File: src/rtl/core_seq_pkg.sv
// rtl/core_seq_pkg.sv - state encoding, opcode constants and legality check for the sequencer
package core_seq_pkg;

    typedef enum logic [2:0] {
        S_IDLE    = 3'd0,
        S_FETCH   = 3'd1,
        S_DECODE  = 3'd2,
        S_EXECUTE = 3'd3,
        S_MEM     = 3'd4,
        S_WB      = 3'd5,
        S_FAULT   = 3'd7
    } state_t;

    localparam logic [6:0] OP_RTYPE  = 7'b0110011;
    localparam logic [6:0] OP_ITYPE  = 7'b0010011;
    localparam logic [6:0] OP_LOAD   = 7'b0000011;
    localparam logic [6:0] OP_STORE  = 7'b0100011;
    localparam logic [6:0] OP_BRANCH = 7'b1100011;
    localparam logic [6:0] OP_JAL    = 7'b1101111;
    localparam logic [6:0] OP_JALR   = 7'b1100111;
    localparam logic [6:0] OP_LUI    = 7'b0110111;
    localparam logic [6:0] OP_AUIPC  = 7'b0010111;
    localparam logic [6:0] OP_FENCE  = 7'b0001111;
    localparam logic [6:0] OP_SYSTEM = 7'b1110011;

    function automatic logic op_is_legal(input logic [6:0] opc);
        case (opc)
            OP_RTYPE, OP_ITYPE, OP_LOAD, OP_STORE, OP_BRANCH, OP_JAL,
            OP_JALR, OP_LUI, OP_AUIPC, OP_FENCE, OP_SYSTEM: op_is_legal = 1'b1;
            default:                                        op_is_legal = 1'b0;
        endcase
    endfunction

endpackage

File: src/rtl/seq_wait_timer.sv
// rtl/seq_wait_timer.sv - memory-wait watchdog; flags the last permitted waiting cycle
module seq_wait_timer #(
    parameter int MEM_TIMEOUT = 255
) (
    input  logic clk,
    input  logic rst,
    input  logic clear,
    input  logic count_en,
    output logic expired
);

    localparam int CW = (MEM_TIMEOUT > 1) ? $clog2(MEM_TIMEOUT) : 1;
    localparam logic [CW-1:0] LAST = CW'(MEM_TIMEOUT - 1);

    logic [CW-1:0] wait_cnt;

    // Holds at LAST; the sequencer leaves the waiting state on that cycle anyway.
    always_ff @(posedge clk) begin
        if (rst || clear) begin
            wait_cnt <= '0;
        end else if (count_en && (wait_cnt != LAST)) begin
            wait_cnt <= wait_cnt + CW'(1);
        end
    end

    assign expired = count_en && (wait_cnt == LAST);

endmodule

File: src/rtl/core_sequencer.sv
// rtl/core_sequencer.sv - multi-cycle RV32I stage sequencer with watchdog, sticky fault and retire counter
module core_sequencer
    import core_seq_pkg::*;
#(
    parameter int MEM_TIMEOUT = 255
) (
    input  logic        clk,
    input  logic        rst,
    input  logic [6:0]  op,
    input  logic        dec_reg_write,
    input  logic        mem_ready,
    output logic        mem_req,
    output logic        mem_we,
    output logic        addr_sel,
    output logic        ir_en,
    output logic        mdr_en,
    output logic        pc_en,
    output logic        rf_we,
    output logic        fault,
    output logic [2:0]  state,
    output logic [31:0] instret
);

    state_t      state_q;
    state_t      state_next;
    logic [31:0] instret_q;
    logic        expired;
    logic        is_load;
    logic        is_store;
    logic        mem_req_c;
    logic        mem_we_c;
    logic        addr_sel_c;
    logic        ir_en_c;
    logic        mdr_en_c;
    logic        pc_en_c;
    logic        rf_we_c;
    logic        fault_c;

    assign is_load  = (op == OP_LOAD);
    assign is_store = (op == OP_STORE);

    seq_wait_timer #(
        .MEM_TIMEOUT(MEM_TIMEOUT)
    ) u_wait_timer (
        .clk      (clk),
        .rst      (rst),
        .clear    (state_next != state_q),
        .count_en (((state_q == S_FETCH) || (state_q == S_MEM)) && !mem_ready),
        .expired  (expired)
    );

    always_ff @(posedge clk) begin
        if (rst) begin
            state_q   <= S_IDLE;
            instret_q <= '0;
        end else begin
            state_q   <= state_next;
            instret_q <= instret_q + 32'(pc_en_c);
        end
    end

    always_comb begin
        state_next = state_q;
        mem_req_c  = 1'b0;
        mem_we_c   = 1'b0;
        addr_sel_c = 1'b0;
        ir_en_c    = 1'b0;
        mdr_en_c   = 1'b0;
        pc_en_c    = 1'b0;
        rf_we_c    = 1'b0;
        fault_c    = 1'b0;
        case (state_q)
            S_IDLE: state_next = S_FETCH;
            S_FETCH: begin
                mem_req_c = 1'b1;
                if (mem_ready) begin
                    ir_en_c    = 1'b1;
                    state_next = S_DECODE;
                end else if (expired) begin
                    state_next = S_FAULT;
                end
            end
            S_DECODE: state_next = op_is_legal(op) ? S_EXECUTE : S_FAULT;
            S_EXECUTE: begin
                if (is_load || is_store) begin
                    state_next = S_MEM;
                end else if (dec_reg_write) begin
                    state_next = S_WB;
                end else begin
                    pc_en_c    = 1'b1;
                    state_next = S_FETCH;
                end
            end
            S_MEM: begin
                mem_req_c  = 1'b1;
                addr_sel_c = 1'b1;
                mem_we_c   = is_store;
                if (mem_ready) begin
                    if (is_load) begin
                        mdr_en_c   = 1'b1;
                        state_next = S_WB;
                    end else begin
                        pc_en_c    = 1'b1;
                        state_next = S_FETCH;
                    end
                end else if (expired) begin
                    state_next = S_FAULT;
                end
            end
            S_WB: begin
                rf_we_c    = 1'b1;
                pc_en_c    = 1'b1;
                state_next = S_FETCH;
            end
            S_FAULT: fault_c = 1'b1;
            default: state_next = S_FAULT;
        endcase
    end

    // Reset masks every output so no enable can fire in the reset cycle itself.
    assign mem_req  = mem_req_c  & ~rst;
    assign mem_we   = mem_we_c   & ~rst;
    assign addr_sel = addr_sel_c & ~rst;
    assign ir_en    = ir_en_c    & ~rst;
    assign mdr_en   = mdr_en_c   & ~rst;
    assign pc_en    = pc_en_c    & ~rst;
    assign rf_we    = rf_we_c    & ~rst;
    assign fault    = fault_c    & ~rst;
    assign state    = rst ? 3'd0 : state_q;
    assign instret  = rst ? 32'd0 : instret_q;

endmodule

File: config.mk
export PLATFORM = sky130hd
export DESIGN_NAME = core_sequencer
export DESIGN_NICKNAME = d
export VERILOG_FILES = /design/src/rtl/core_seq_pkg.sv /design/src/rtl/seq_wait_timer.sv /design/src/rtl/core_sequencer.sv
export SDC_FILE = /design/constraint.sdc
export NUM_CORES = 1
export LEC_CHECK = 0
export ABC_CLOCK_PERIOD_IN_PS = 4300
export BUFFER_PORTS_ARGS = -buffer_cell sky130_fd_sc_hd__clkbuf_2
export CELL_PAD_IN_SITES_DETAIL_PLACEMENT = 0
export CELL_PAD_IN_SITES_GLOBAL_PLACEMENT = 1
export CORE_ASPECT_RATIO = 1.1
export CORE_MARGIN = 8
export CORE_UTILIZATION = 39
export DETAILED_ROUTE_END_ITERATION = 10
export PLACE_DENSITY_LB_ADDON = 0.1
export SLEW_MARGIN = 20
export SYNTH_ARGS = -nofsm -noshare
export SYNTH_HDL_FRONTEND = slang
export SYNTH_SLANG_ARGS = --single-unit
File: constraint.sdc
create_clock -name clk -period 4.3 [get_ports clk]
set_input_delay 0 -clock clk [delete_from_list [all_inputs] [get_ports clk]]
set_output_delay 0 -clock clk [all_outputs]
set_load 0.005 [all_outputs]
==> flow_summary.yaml <==
routing:
  route.detailed.drc: 0
  drt_iter0_markers: 113
  vias: 2320
  firstDrtPassIters: 4
  routed_via_density: 5.27
  routed_wl_um: 6010
  wl_per_cell_um: 13.7
  final_antenna_net_count: 0
timing:
  fin_worst_skew_ps: 10.3
  worst_pin_slew_ps: 746
  report.final.slew_viol_count: 0
  fmax_mhz: 294
  rsz0062_at_grt: "false"
  setup_viol: 0
  finalWorstSetupSlack_ps: 899
  post-route-min-period_ps: 3400
  final-hold-violation-count: 0
  tns_ps: 0
  fin_crit_sh_pct: 79.1
  max_slew_margin_pct: 49.9
global_route:
  antenna_found_initial: 0
  gr-total-overflow: 0
  grt_pass1_wl_um: 10000
  grt_usage_pct: 13.0
  grt_pass1_vias: 2162
  grt_max_degree: 77
placed_design:
  place.gp.congestion: 0.748
  dp_hpwl_um: 4280
  dp_worst_setup_slack_ps: 959
  port_buffers: 53
clock_network:
  cts_resized: 0
  cts_tree: "yes"
  cts_root_buffer: "clkbuf_8"
  cts_inserted_buffers: 5
  clk_path_buf_depth: 2
  clkTransAtPathRegs_ps: 90
  post-cts-setup-buffers: 0
  clock_sinks: 43
  postCtsHoldBufs: 0
  clk_latency_ps: 300
  htreeDepth: 2
synthesis:
  synth_nets: 327
  syn_area_um2: 2470
  synth_warnings: 0
  async_flop_share_pct: 0
  yosys_most_used_dff: "dfxtp_1"
  synth_edf_count: 0
  ys_ff_latch: 43
  yosysSeqAreaShare_pct: 34.8
  syn_inst: 312
  avgSynthCellArea_um2: 7.92
  ys_types: 48
final_layout:
  multi_input_area_um2: 1500
  nNetsFinal: 374
  fillers: 665
  syn_to_final_growth_pct: 16.1
  insertedDiodeCount: 0
  drive_above_1_share_pct: 20.3
  regArea_um2: 861
floorplan:
  die-width_um: 91.9
  start_util_pct: 40.1
  die_height_um: 99.5
  row_count: 30
  io_pins: 54
  core_area_um2: 6160
  die_area_um2: 9140
worst_hold_path:
  min_path_cells: 4
  hold_path_class: "in2reg"
worst_setup_path:
  reg2reg_depth: 9
  required_ps: 4500
  critPathArrivalTime_ps: 3600
  worstPathMaxFanout: 12
  cp_slowest_cell: "or4_1"
  endpoint_kind: "flip-flop"
  crit_path_max_incr_delay_ps: 690
  worst-setup-path-type: "reg2reg"
  crit_chain: "inv_1 > or4_1 > nand2_1 > ha_1 > ha_1 > nand4_2 > or4_1 > nor3b_1 > mux2_1"
  start_kind: "flip-flop"
run:
  maxCapViolCount: 0
outcome:
  status: "finished clean"
pwr:
  power_density_nw_per_um2: 257
  p_leak_uw: 0.00109
  ir_drop_mv: 0.107
## flip-flops by register name, indices dropped and copies added (netlist names)
name	cells
instret_q	32
state_q	3
u_wait_timer.wait_cnt	8
## layer usage
layer  part of all wire [%]  routed length [um]  vias up  GRT usage [%]
met1                     47                2850     1075           15.8
met5                      0                   0        -              0
met2                     48                2860       37           21.8
met3                    3.9                 234        4           3.47
met4                   0.98                  59        0           4.09
li1                       -                   -     1204              -
## critical path: cells and delay by family (launching register included)
family                   cells  cell delay [ps]
AND/OR/NAND/NOR              5             1790
flip-flops                   1              570
adder cells (fa/ha/maj)      2              400
multiplexers                 1              340
buffers and inverters        1              190
## cell usage after synthesis, drive strengths merged, types with 9 or more instances
library cell  count  area (um2)
a21oi            17        85.1
clkbuf           10        37.5
dfxtp            43         861
inv              13        48.8
mux2             13         146
nand2            22        82.6
nand3            13        70.1
nor2             33         124
nor2b            33         206
nor3             18        90.1
o21ai            11        55.1
or3               9        56.3
or4              11        86.3
xnor2             9        78.8
## cells by family after synthesis
| kind of cell | after synthesis | share of synthesized area, % |
|---|---|---|
| AO/OA/AOI/OAI | 48 | 12.0 |
| buffers and inverters | 27 | 4.46 |
| flip-flops | 43 | 34.8 |
| adder cells (fa/ha/maj) | 4 | 2.03 |
| AND/OR/NAND/NOR | 164 | 36.2 |
| multiplexers | 13 | 5.92 |
| XOR/XNOR | 13 | 4.61 |
## worst paths after layout
path | startpoint | end | slack (ps)
setup / recovery | state_q[0] | instret_q[28] | 900
setup reg to reg | state_q[0] | instret_q[28] | 900
hold / removal | mem_ready | state_q[2] | 120
hold reg to reg | u_wait_timer.wait_cnt[7] | u_wait_timer.wait_cnt[7] | 490
## stage by stage
stage / total power [uW] / hold WS, ps / util [%] / area, um2 / std cells
global route: 774 / 150 / 46.6 / 2870 / 440
finish: 736 / 119 / 46.6 / 2870 / 440
global placement: 485 / 358 / 45.2 / 2780 / 432
floorplan: 463 / 36.2 / - / 2470 / 312
detailed placement: 485 / 358 / 45.2 / 2780 / 432
CTS: 746 / 102 / 46.6 / 2870 / 440
## area by class of cell
class	instances	share of cell area [%]
Multi-Input combinational cell	242	52.3
Sequential cell	43	30.0
Timing Repair Buffer	54	9.51
Tap cell	80	3.49
Clock buffer	6	2.53
Inverter	13	1.70
Clock inverter	2	0.436
## power breakdown
| group | leakage [uW] | internal (uW) | switching (uW) | total, uW |
|---|---|---|---|---|
| sequential | 0.000347 | 402 | 9.60 | 412 |
| clock | 0.0000412 | 114 | 147 | 261 |
| combinational | 0.000706 | 23.2 | 40.9 | 64.1 |
| total | 0.00109 | 539 | 198 | 736 |
## cell usage in the layout, fill, tap and decap left out, drive strengths merged, types with 2 or more instances in the layout
cell / count
clkbuf: 59
dfxtp: 43
nor2: 33
nor2b: 33
nand2: 22
nor3: 18
a21oi: 17
inv: 13
nand3: 13
mux2: 13
or4: 11
o21ai: 11
xnor2: 9
or3: 9
o31ai: 6
nand4: 6
and3: 4
xor2: 4
ha: 4
nor4: 3
and4: 3
nand2b: 2
and2: 2
a211oi: 2
a311oi: 2
Note: power is estimated with default switching activity, not from simulation.
